File: config.mk
export PLATFORM = sky130hd
export DESIGN_NAME = alu_ctrl_4
export DESIGN_NICKNAME = d
export VERILOG_FILES = /design/src/rtl/alu_ctrl_4.sv
export SDC_FILE = /design/constraint.sdc
export NUM_CORES = 1
export LEC_CHECK = 0
export CAP_MARGIN = 10
export CORE_MARGIN = 5
export CORE_UTILIZATION = 40
export DETAILED_ROUTE_END_ITERATION = 12
export GPL_ROUTABILITY_DRIVEN = 0
export PLACE_DENSITY = 0.73
export SYNTH_ARGS = -nofsm -noshare
export SYNTH_HDL_FRONTEND = slang
export SYNTH_SLANG_ARGS = --single-unit
File: constraint.sdc
create_clock -name i_clk -period 2.5 [get_ports i_clk]
set_clock_uncertainty 0.2 [all_clocks]
set_input_delay 0.375 -clock i_clk [delete_from_list [all_inputs] [get_ports i_clk]]
set_output_delay 0.375 -clock i_clk [all_outputs]
set_load 0.01 [all_outputs]
File: src/rtl/alu_ctrl_4.sv
// alu_ctrl_4: four-state controller that reads two operands from an external
// 4x4 register file, applies ADD/SUB/AND/OR, and writes the result back.
// One instruction every four cycles; the write commits three edges after accept.
module alu_ctrl_4 (
    input  logic       i_clk,
    input  logic       i_rst,
    input  logic       i_valid,
    input  logic [1:0] i_opcode,
    input  logic [1:0] i_rs0,
    input  logic [1:0] i_rs1,
    input  logic [1:0] i_rd,
    output logic       o_ready,
    output logic [1:0] o_reg_read_0,
    output logic [1:0] o_reg_read_1,
    input  logic [3:0] i_port_read_0,
    input  logic [3:0] i_port_read_1,
    output logic [1:0] o_reg_write,
    output logic [3:0] o_port_write,
    output logic       o_write_enable,
    output logic       o_done,
    output logic       o_zero,
    output logic       o_carry
);

    typedef enum logic [1:0] {
        IDLE  = 2'd0,
        READ  = 2'd1,
        EXEC  = 2'd2,
        WRITE = 2'd3
    } state_t;

    typedef enum logic [1:0] {
        OP_ADD = 2'b00,
        OP_SUB = 2'b01,
        OP_AND = 2'b10,
        OP_OR  = 2'b11
    } opcode_t;

    state_t     state;
    state_t     state_next;
    opcode_t    opcode_q;
    logic [1:0] rd_q;
    logic [3:0] a_q;
    logic [3:0] b_q;
    logic       accept;
    logic [3:0] alu_result;
    logic       alu_carry;

    assign accept = i_valid && (state == IDLE);

    // State register; reset lands in IDLE asynchronously so a WRITE in flight is dropped.
    // NOTE: sequential blocks use non-blocking (<=) so every flop samples pre-edge values.
    always_ff @(posedge i_clk or posedge i_rst) begin
        if (i_rst) state <= IDLE;
        else       state <= state_next;
    end

    // Next-state logic: only IDLE waits; the other states advance every edge.
    // NOTE: default assigned first so no path leaves state_next unassigned (no latch).
    always_comb begin
        state_next = state;
        case (state)
            IDLE:    if (i_valid) state_next = READ;
            READ:    state_next = EXEC;
            EXEC:    state_next = WRITE;
            WRITE:   state_next = IDLE;
            default: state_next = IDLE;
        endcase
    end

    // Moore outputs decoded straight from the state so reset clears them immediately.
    assign o_ready        = (state == IDLE);
    assign o_write_enable = (state == WRITE);
    assign o_done         = (state == WRITE);

    // ALU: 5-bit add/subtract exposes carry (or no-borrow) in bit 4; logic ops clear it.
    always_comb begin
        logic [4:0] wide;
        wide       = 5'd0;
        alu_result = 4'd0;
        alu_carry  = 1'b0;
        case (opcode_q)
            OP_ADD: begin
                wide       = {1'b0, a_q} + {1'b0, b_q};
                alu_result = wide[3:0];
                alu_carry  = wide[4];
            end
            OP_SUB: begin
                wide       = {1'b0, a_q} + {1'b0, ~b_q} + 5'd1;
                alu_result = wide[3:0];
                alu_carry  = wide[4];
            end
            OP_AND:  alu_result = a_q & b_q;
            OP_OR:   alu_result = a_q | b_q;
            default: alu_result = 4'd0;
        endcase
    end

    // Accept: latch the instruction; read addresses are driven from here and hold until the next accept.
    always_ff @(posedge i_clk or posedge i_rst) begin
        if (i_rst) begin
            opcode_q     <= OP_ADD;
            rd_q         <= 2'd0;
            o_reg_read_0 <= 2'd0;
            o_reg_read_1 <= 2'd0;
        end else if (accept) begin
            opcode_q     <= opcode_t'(i_opcode);
            rd_q         <= i_rd;
            o_reg_read_0 <= i_rs0;
            o_reg_read_1 <= i_rs1;
        end
    end

    // End of READ: capture operands, so a later write to rd cannot disturb them.
    always_ff @(posedge i_clk or posedge i_rst) begin
        if (i_rst) begin
            a_q <= 4'd0;
            b_q <= 4'd0;
        end else if (state == READ) begin
            a_q <= i_port_read_0;
            b_q <= i_port_read_1;
        end
    end

    // End of EXEC: register result, write address and flags; all hold until the next EXEC.
    always_ff @(posedge i_clk or posedge i_rst) begin
        if (i_rst) begin
            o_reg_write  <= 2'd0;
            o_port_write <= 4'd0;
            o_zero       <= 1'b0;
            o_carry      <= 1'b0;
        end else if (state == EXEC) begin
            o_reg_write  <= rd_q;
            o_port_write <= alu_result;
            o_zero       <= (alu_result == 4'd0);
            o_carry      <= alu_carry;
        end
    end

endmodule

==> results of run 1 <==
-- critical path, stage by stage (launching register included) --
cell	delay [ps]
dfrtp_1	480
inv_1	90
ha_1	310
a21o_1	170
a21oi_2	140
xnor2_1	80
o32a_1	330
o41ai_2	340
-- cell families after synthesis --
kind of cell	count (synthesis)	synth area share
buffers and inverters	22	0.0593
XOR/XNOR	2	0.0119
flip-flops	26	0.441
adder cells (fa/ha/maj)	18	0.163
multiplexers	17	0.136
AO/OA/AOI/OAI	27	0.116
AND/OR/NAND/NOR	24	0.0737
-- layout make-up --
cell class,count,area [um^2]
clock buffers,3,41.3
clock inverters,1,30.0
fillers,317,1680
inverters,17,63.8
multi-input cells,88,738
flip-flops and latches,26,651
well taps,48,60.1
repair buffers,34,338
-- routing by layer --
layer,vias to the layer above,routed length [um]
li1,516,-
met1,490,1170
met2,22,1570
met3,4,126
met4,0,45
met5,-,0
-- through the flow --
stage                     hold slack (ps)  setup WS, ps   util  cell area [um^2]  std cells
after global routing                  311          79.6  0.533              1920        217
after global placement                282           345  0.513              1850        213
after CTS                             264           223  0.533              1920        217
final                                 251           262  0.533              1920        217
after detailed placement              295           250  0.513              1850        213
after floorplan                       215           382      -              1480        136
-- synthesized netlist by cell type (all sizes together) (3+ instances only) --
library cell  count
dfrtp            26
inv              17
ha               16
mux2             14
o21ai            14
nand2            13
a21oi             5
clkbuf            3
nand3             3
nor2              3
-- power groups by stage --
stage / registers, W / clock network (W) / logic, W
final: 0.000818 / 0.000348 / 0.00145
after global routing: 0.000857 / 0.000375 / 0.00164
after CTS: 0.000822 / 0.000359 / 0.00148
after detailed placement: 0.000832 / 0 / 0.00147
after global placement: 0.000812 / 0 / 0.00140
after floorplan: 0.000803 / 0 / 0.000996
-- layout by cell type, fill, tap and decap left out, types with 2 or more instances in the layout --
| cell | count |
|---|---|
| a21oi_1 | 4 |
| a21o_1 | 2 |
| inv_1 | 17 |
| xnor2_1 | 2 |
| nand2_1 | 13 |
| mux2i_1 | 2 |
| clkdlybuf4s50_1 | 33 |
| nand2b_1 | 2 |
| nand3_1 | 3 |
| fa_1 | 2 |
| o21ai_0 | 14 |
| dfrtp_1 | 26 |
| clkbuf_8 | 3 |
| mux2_2 | 14 |
| nor2_1 | 3 |
| ha_1 | 16 |
-- registers in the layout (all words and copies together) (netlist names) --
register      count
o_reg_read_1      2
rd_q              2
o_zero            1
a_q               4
b_q               4
o_reg_write       2
o_reg_read_0      2
o_port_write      4
o_carry           1
state             2
opcode_q          2
-- final timing paths --
path	end	slack (ps)	cells after the start
worst min register to register	o_reg_read_1[1]$_DFFE_PP0P_	310	1
worst max register to register	o_zero$_DFFE_PP0P_	260	7
worst min-delay path	o_port_write[2]$_DFFE_PP0P_	250	3
worst max-delay path	o_zero$_DFFE_PP0P_	260	7
max in group asynchronous	a_q[0]$_DFFE_PP0N_	1590	3
min in group i_clk	o_reg_read_1[1]$_DFFE_PP0P_	310	1
==> impl_metrics.csv, run 1 <==
group,metric,value,unit
status,outcome,"finished clean",
synthesis,yosysTopAreaCell,"dfrtp_1",
global_route,grt_max_degree,27,
setup_path,timing_worst_setup_path_type,"reg2reg",
synthesis,synth_area_per_cell,10.9,um^2
global_route,grt_usage,0.131,
synthesis,synth_enable_flop_cells,0,
power,power.share.clock,0.133,
synthesis,netlist_area,1480,um^2
sta,period_needed,2240,ps
layout,layout-drive-gt1-share,0.130,
power,power,0.00261,W
placement,io_buffers,33,
synthesis,netlist_top_cells_area,"dfrtp_1 (44%), ha_1 (14%), mux2_2 (11%)",
placement,place_hpwl,2.36,mm
synthesis,synth_top_cell_area_share,0.441,
floorplan,die_h,70.8,um
clock_network,cts_tree,"built",
setup_path,crit_arrival,2220,ps
route,wirelength,2.91,mm
floorplan,die_width,70.8,um
power,p_int,0.00162,W
setup_path,critPathLaunchType,"flop",
power,power.density,1360,nW/um^2
global_route,grt_pass1_vias,1176,
setup_path,cp.required,2480,ps
power,p_sw,0.000992,W
route,drt_iter0_markers,50,
synthesis,ys_seq_area_frac,0.441,
sta,worst_slew_pin_slew,449,ps
setup_path,timing.rr.start,"a_q[1]$_DFFE_PP0N_",
clock_network,root_buffer,"clkbuf_8",
sta,finalCritPeriodShare,0.895,
route,dr_total_vias,1032,
route,drtPass1Iterations,4,
worst_hold_path,hold_class,"in2async",
clock_network,clkLatencyLatePin,270,ps
synthesis,yosysWarnings,0,
sta,slew_headroom,0.701,
clock_network,cts_buffers,3,
global_route,grt_overflow,0,
clock_network,clk_pin_slew,90,ps
clock_network,clock_sinks,26,
floorplan,core_area,3610,um^2
layout,area_growth_syn_to_layout,30.2,%
clock_network,post-cts-setup-buffer-count,0,
setup_path,crit_path_max_fanout,5,
layout,n_antenna_cell,0,
floorplan,die_area,5010,um^2
route,avgViaCountPerCell,4.76,
global_route,grt_pass1_wl,5.28,mm
clock_network,cts_resized,0,
power,p_leak,0.873,nW
route,ant_nets,0,
clock_network,cts_hold_buf,0,
global_route,antenna_found_initial,0,
setup_path,setup.worst_path.start,"a_q[1]$_DFFE_PP0N_",
sta,finalSetupViolations,0,
power,combinationalPowerShare,0.554,
sta,slew_violations,0,
synthesis,ys_types,28,
power,p_sw_frac,0.380,
sta,rsz0062_at_grt,"no",
layout,fin_nets,207,
global_route,use_met2,0.233,
floorplan,start_util,0.409,
job,maxCapViolCount,0,
synthesis,async_reset_ff_frac,1.00,
power,ir_drop,0.637,mV
synthesis,ys.flop_type,"dfrtp_1",
sta,hold_viol,0,
power,sequentialPowerShare,0.313,
synthesis,synth_nets,173,
route,wl_per_cell,13.4,um
sta,fin_tns_setup,0,ps
clock_network,clock_path_buffers,2,
setup_path,worst_setup_path_end_kind,"flop",
global_route,grtUsageMet1,0.155,
clock_network,cts_max_level,1,
global_route,top_usage_layer,"met2",
floorplan,core.rowCount,22,
floorplan,io_pins,34,
synthesis,syn_inst,136,
sta,max_freq,0.447,GHz
synthesis,synth-seq-cells,26,
route,drc_errors,0,
global_route,grt_use_met3,0.0270,
Power figures use the tool's default switching activity.
==> run 2: changes to the inputs <==
--- a/config.mk
+++ b/config.mk
@@ -5,12 +5,15 @@
 export SDC_FILE = /design/constraint.sdc
 export NUM_CORES = 1
 export LEC_CHECK = 0
+export ABC_CLOCK_PERIOD_IN_PS = 2500
 export CAP_MARGIN = 10
 export CORE_MARGIN = 5
 export CORE_UTILIZATION = 40
 export DETAILED_ROUTE_END_ITERATION = 12
 export GPL_ROUTABILITY_DRIVEN = 0
 export PLACE_DENSITY = 0.73
+export RECOVER_POWER = 25
+export SKIP_CTS_REPAIR_TIMING = 1
 export SYNTH_ARGS = -nofsm -noshare
 export SYNTH_HDL_FRONTEND = slang
 export SYNTH_SLANG_ARGS = --single-unit
==> run 2 against run 1 <==
Total power is essentially flat. Final cell count stayed put. Flip-flop and latch count stayed put. Largest cell class unchanged. Critical endpoint unchanged.
==> impl_metrics.csv, run 2 (synthesis results as in run 1) <==
group,metric,value,unit
setup_path,r2r_end,"o_zero$_DFFE_PP0P_",
route,wirelength,2.91,mm
clock_network,cts_tree,"built",
power,combinationalPowerShare,0.553,
setup_path,path_cells,"inv_1 > ha_1 > a21o_1 > a21oi_2 > xnor2_1 > o32a_1 > o41ai_2",
route,drc_errors,0,
route,avgViaCountPerCell,4.76,
sta,max_freq,0.447,GHz
global_route,grt_overflow,0,
layout,final_cell_mix,"clkdlybuf4s50_1 (32), dfrtp_1 (26), inv_1 (17), ha_1 (16)",
power,power.density,1360,nW/um^2
route,drtPass1Iterations,4,
power,sequentialPowerShare,0.313,
sta,worst_slew_pin_slew,1420,ps
sta,finalSetupViolations,0,
global_route,grt_usage,0.131,
sta,rsz0062_at_grt,"no",
global_route,antenna_found_initial,0,
setup_path,timing_worst_setup_path_type,"reg2reg",
clock_network,cts_buffers,3,
floorplan,start_util,0.409,
setup_path,cp.required,2480,ps
layout,reg_top3,"a_q: 4 flops, b_q: 4 flops, o_port_write: 4 flops",
setup_path,worst_setup_path_end_kind,"flop",
setup_path,r2r_slack,260,ps
route,ant_nets,0,
layout,fillers,319,
job,maxCapViolCount,0,
power,p_leak,0.870,nW
global_route,grt_pass1_wl,5.28,mm
power,power.share.clock,0.133,
floorplan,die_width,70.8,um
floorplan,die_h,70.8,um
sta,period_needed,2240,ps
clock_network,clock_sinks,26,
setup_path,timing.rr.start,"a_q[1]$_DFFE_PP0N_",
power,ir_drop,0.637,mV
global_route,grt_pass1_vias,1176,
layout,fin_nets,207,
floorplan,die_area,5010,um^2
power,p_sw,0.000992,W
floorplan,core.rowCount,22,
clock_network,clk_pin_slew,90,ps
route,dr_total_vias,1032,
route,wl_per_cell,13.4,um
clock_network,clkLatencyLatePin,270,ps
status,outcome,"finished clean",
worst_hold_path,hold_class,"reg2reg",
setup_path,cp_slowest_cell,"dfrtp_1",
sta,slew_violations,0,
sta,hold_viol,0,
placement,io_buffers,33,
clock_network,root_buffer,"clkbuf_8",
setup_path,setup.worst_path.start,"a_q[1]$_DFFE_PP0N_",
clock_network,clock_path_buffers,2,
placement,place_hpwl,2.36,mm
global_route,grt_max_degree,27,
sta,slew_headroom,0.0555,
layout,area_growth_syn_to_layout,29.9,%
setup_path,cp-endpoint,"o_zero$_DFFE_PP0P_",
layout,n_antenna_cell,0,
sta,hold_ws,314,ps
power,p_sw_frac,0.380,
sta,fin_tns_setup,0,ps
floorplan,io_pins,34,
floorplan,core_area,3610,um^2
setup_path,crit_path_max_fanout,5,
layout,final_common_cell,"clkdlybuf4s50_1",
route,drt_iter0_markers,52,
sta,finalCritPeriodShare,0.895,
setup_path,slowest_delay,480,ps
power,p_int,0.00162,W
setup_path,crit_arrival,2220,ps
clock_network,cts_max_level,1,
layout,layout-drive-gt1-share,0.124,
setup_path,worstRegToRegCells,7,
setup_path,critPathLaunchType,"flop",
[run 2: cell count changes in the layout (fill, tap and decap cells not counted), sizes merged]
cell	delta
buf	-1
clkbuf	+1
clkdlybuf4s50	-1
dlygate4sd3	+1
[run 2: how the worst min path moves through the flow]
stage | start | end | slack, ps | cells after the start
floorplan | i_rst | a_q[0]$_DFFE_PP0N_ | 220 | 1
global placement | rd_q[0]$_DFFE_PP0P_ | o_reg_write[0]$_DFFE_PP0P_ | 280 | 1
detailed placement | rd_q[0]$_DFFE_PP0P_ | o_reg_write[0]$_DFFE_PP0P_ | 290 | 1
CTS | i_rst | o_reg_write[1]$_DFFE_PP0P_ | 260 | 3
global route | rd_q[1]$_DFFE_PP0P_ | rd_q[1]$_DFFE_PP0P_ | 340 | 1
finish | o_reg_read_1[1]$_DFFE_PP0P_ | o_reg_read_1[1]$_DFFE_PP0P_ | 310 | 1
[run 2: per-layer routing]
metal / up-vias / GRT usage / share of wire
li1: 516 / - / -
met5: - / 0 / 0
met2: 22 / 0.233 / 0.54
met4: 0 / 0.0501 / 0.015
met1: 490 / 0.155 / 0.40
met3: 4 / 0.0270 / 0.044
[run 2: through the flow]
| step | power (W) | instance area, um^2 | std cells | setup WS [ps] | utilization |
|---|---|---|---|---|---|
| detailed placement | 0.00230 | 1850 | 213 | 250 | 0.513 |
| global route | 0.00287 | 1920 | 217 | 79.6 | 0.532 |
| global placement | 0.00221 | 1850 | 213 | 345 | 0.513 |
| CTS | 0.00266 | 1920 | 217 | 223 | 0.533 |
| finish | 0.00261 | 1920 | 217 | 262 | 0.532 |
| floorplan | 0.00180 | 1480 | 136 | 382 | - |
[run 2: cell type report]
| class | instances | area [um^2] | share of cell area |
|---|---|---|---|
| multi-input combinational | 88 | 738 | 0.385 |
| sequential | 26 | 651 | 0.339 |
| timing repair buffer | 34 | 334 | 0.174 |
| inverter | 17 | 63.8 | 0.0333 |
| tap | 48 | 60.1 | 0.0313 |
| clock buffer | 3 | 41.3 | 0.0215 |
| clock inverter | 1 | 30.0 | 0.0157 |
[run 2: critical path: cells and delay by family (launching register included)]
| family | cells | cell delay (ps) |
|---|---|---|
| xor+xnor | 1 | 80 |
| buf+inv | 1 | 90 |
| fa+ha+maj | 1 | 310 |
| flops | 1 | 480 |
| compound gates | 4 | 980 |
[run 2: power groups by stage]
stage | logic (W) | registers [W] | clock network [W]
floorplan | 0.000996 | 0.000803 | 0
global placement | 0.00140 | 0.000812 | 0
detailed placement | 0.00147 | 0.000832 | 0
CTS | 0.00148 | 0.000822 | 0.000359
global route | 0.00164 | 0.000856 | 0.000375
finish | 0.00145 | 0.000818 | 0.000348
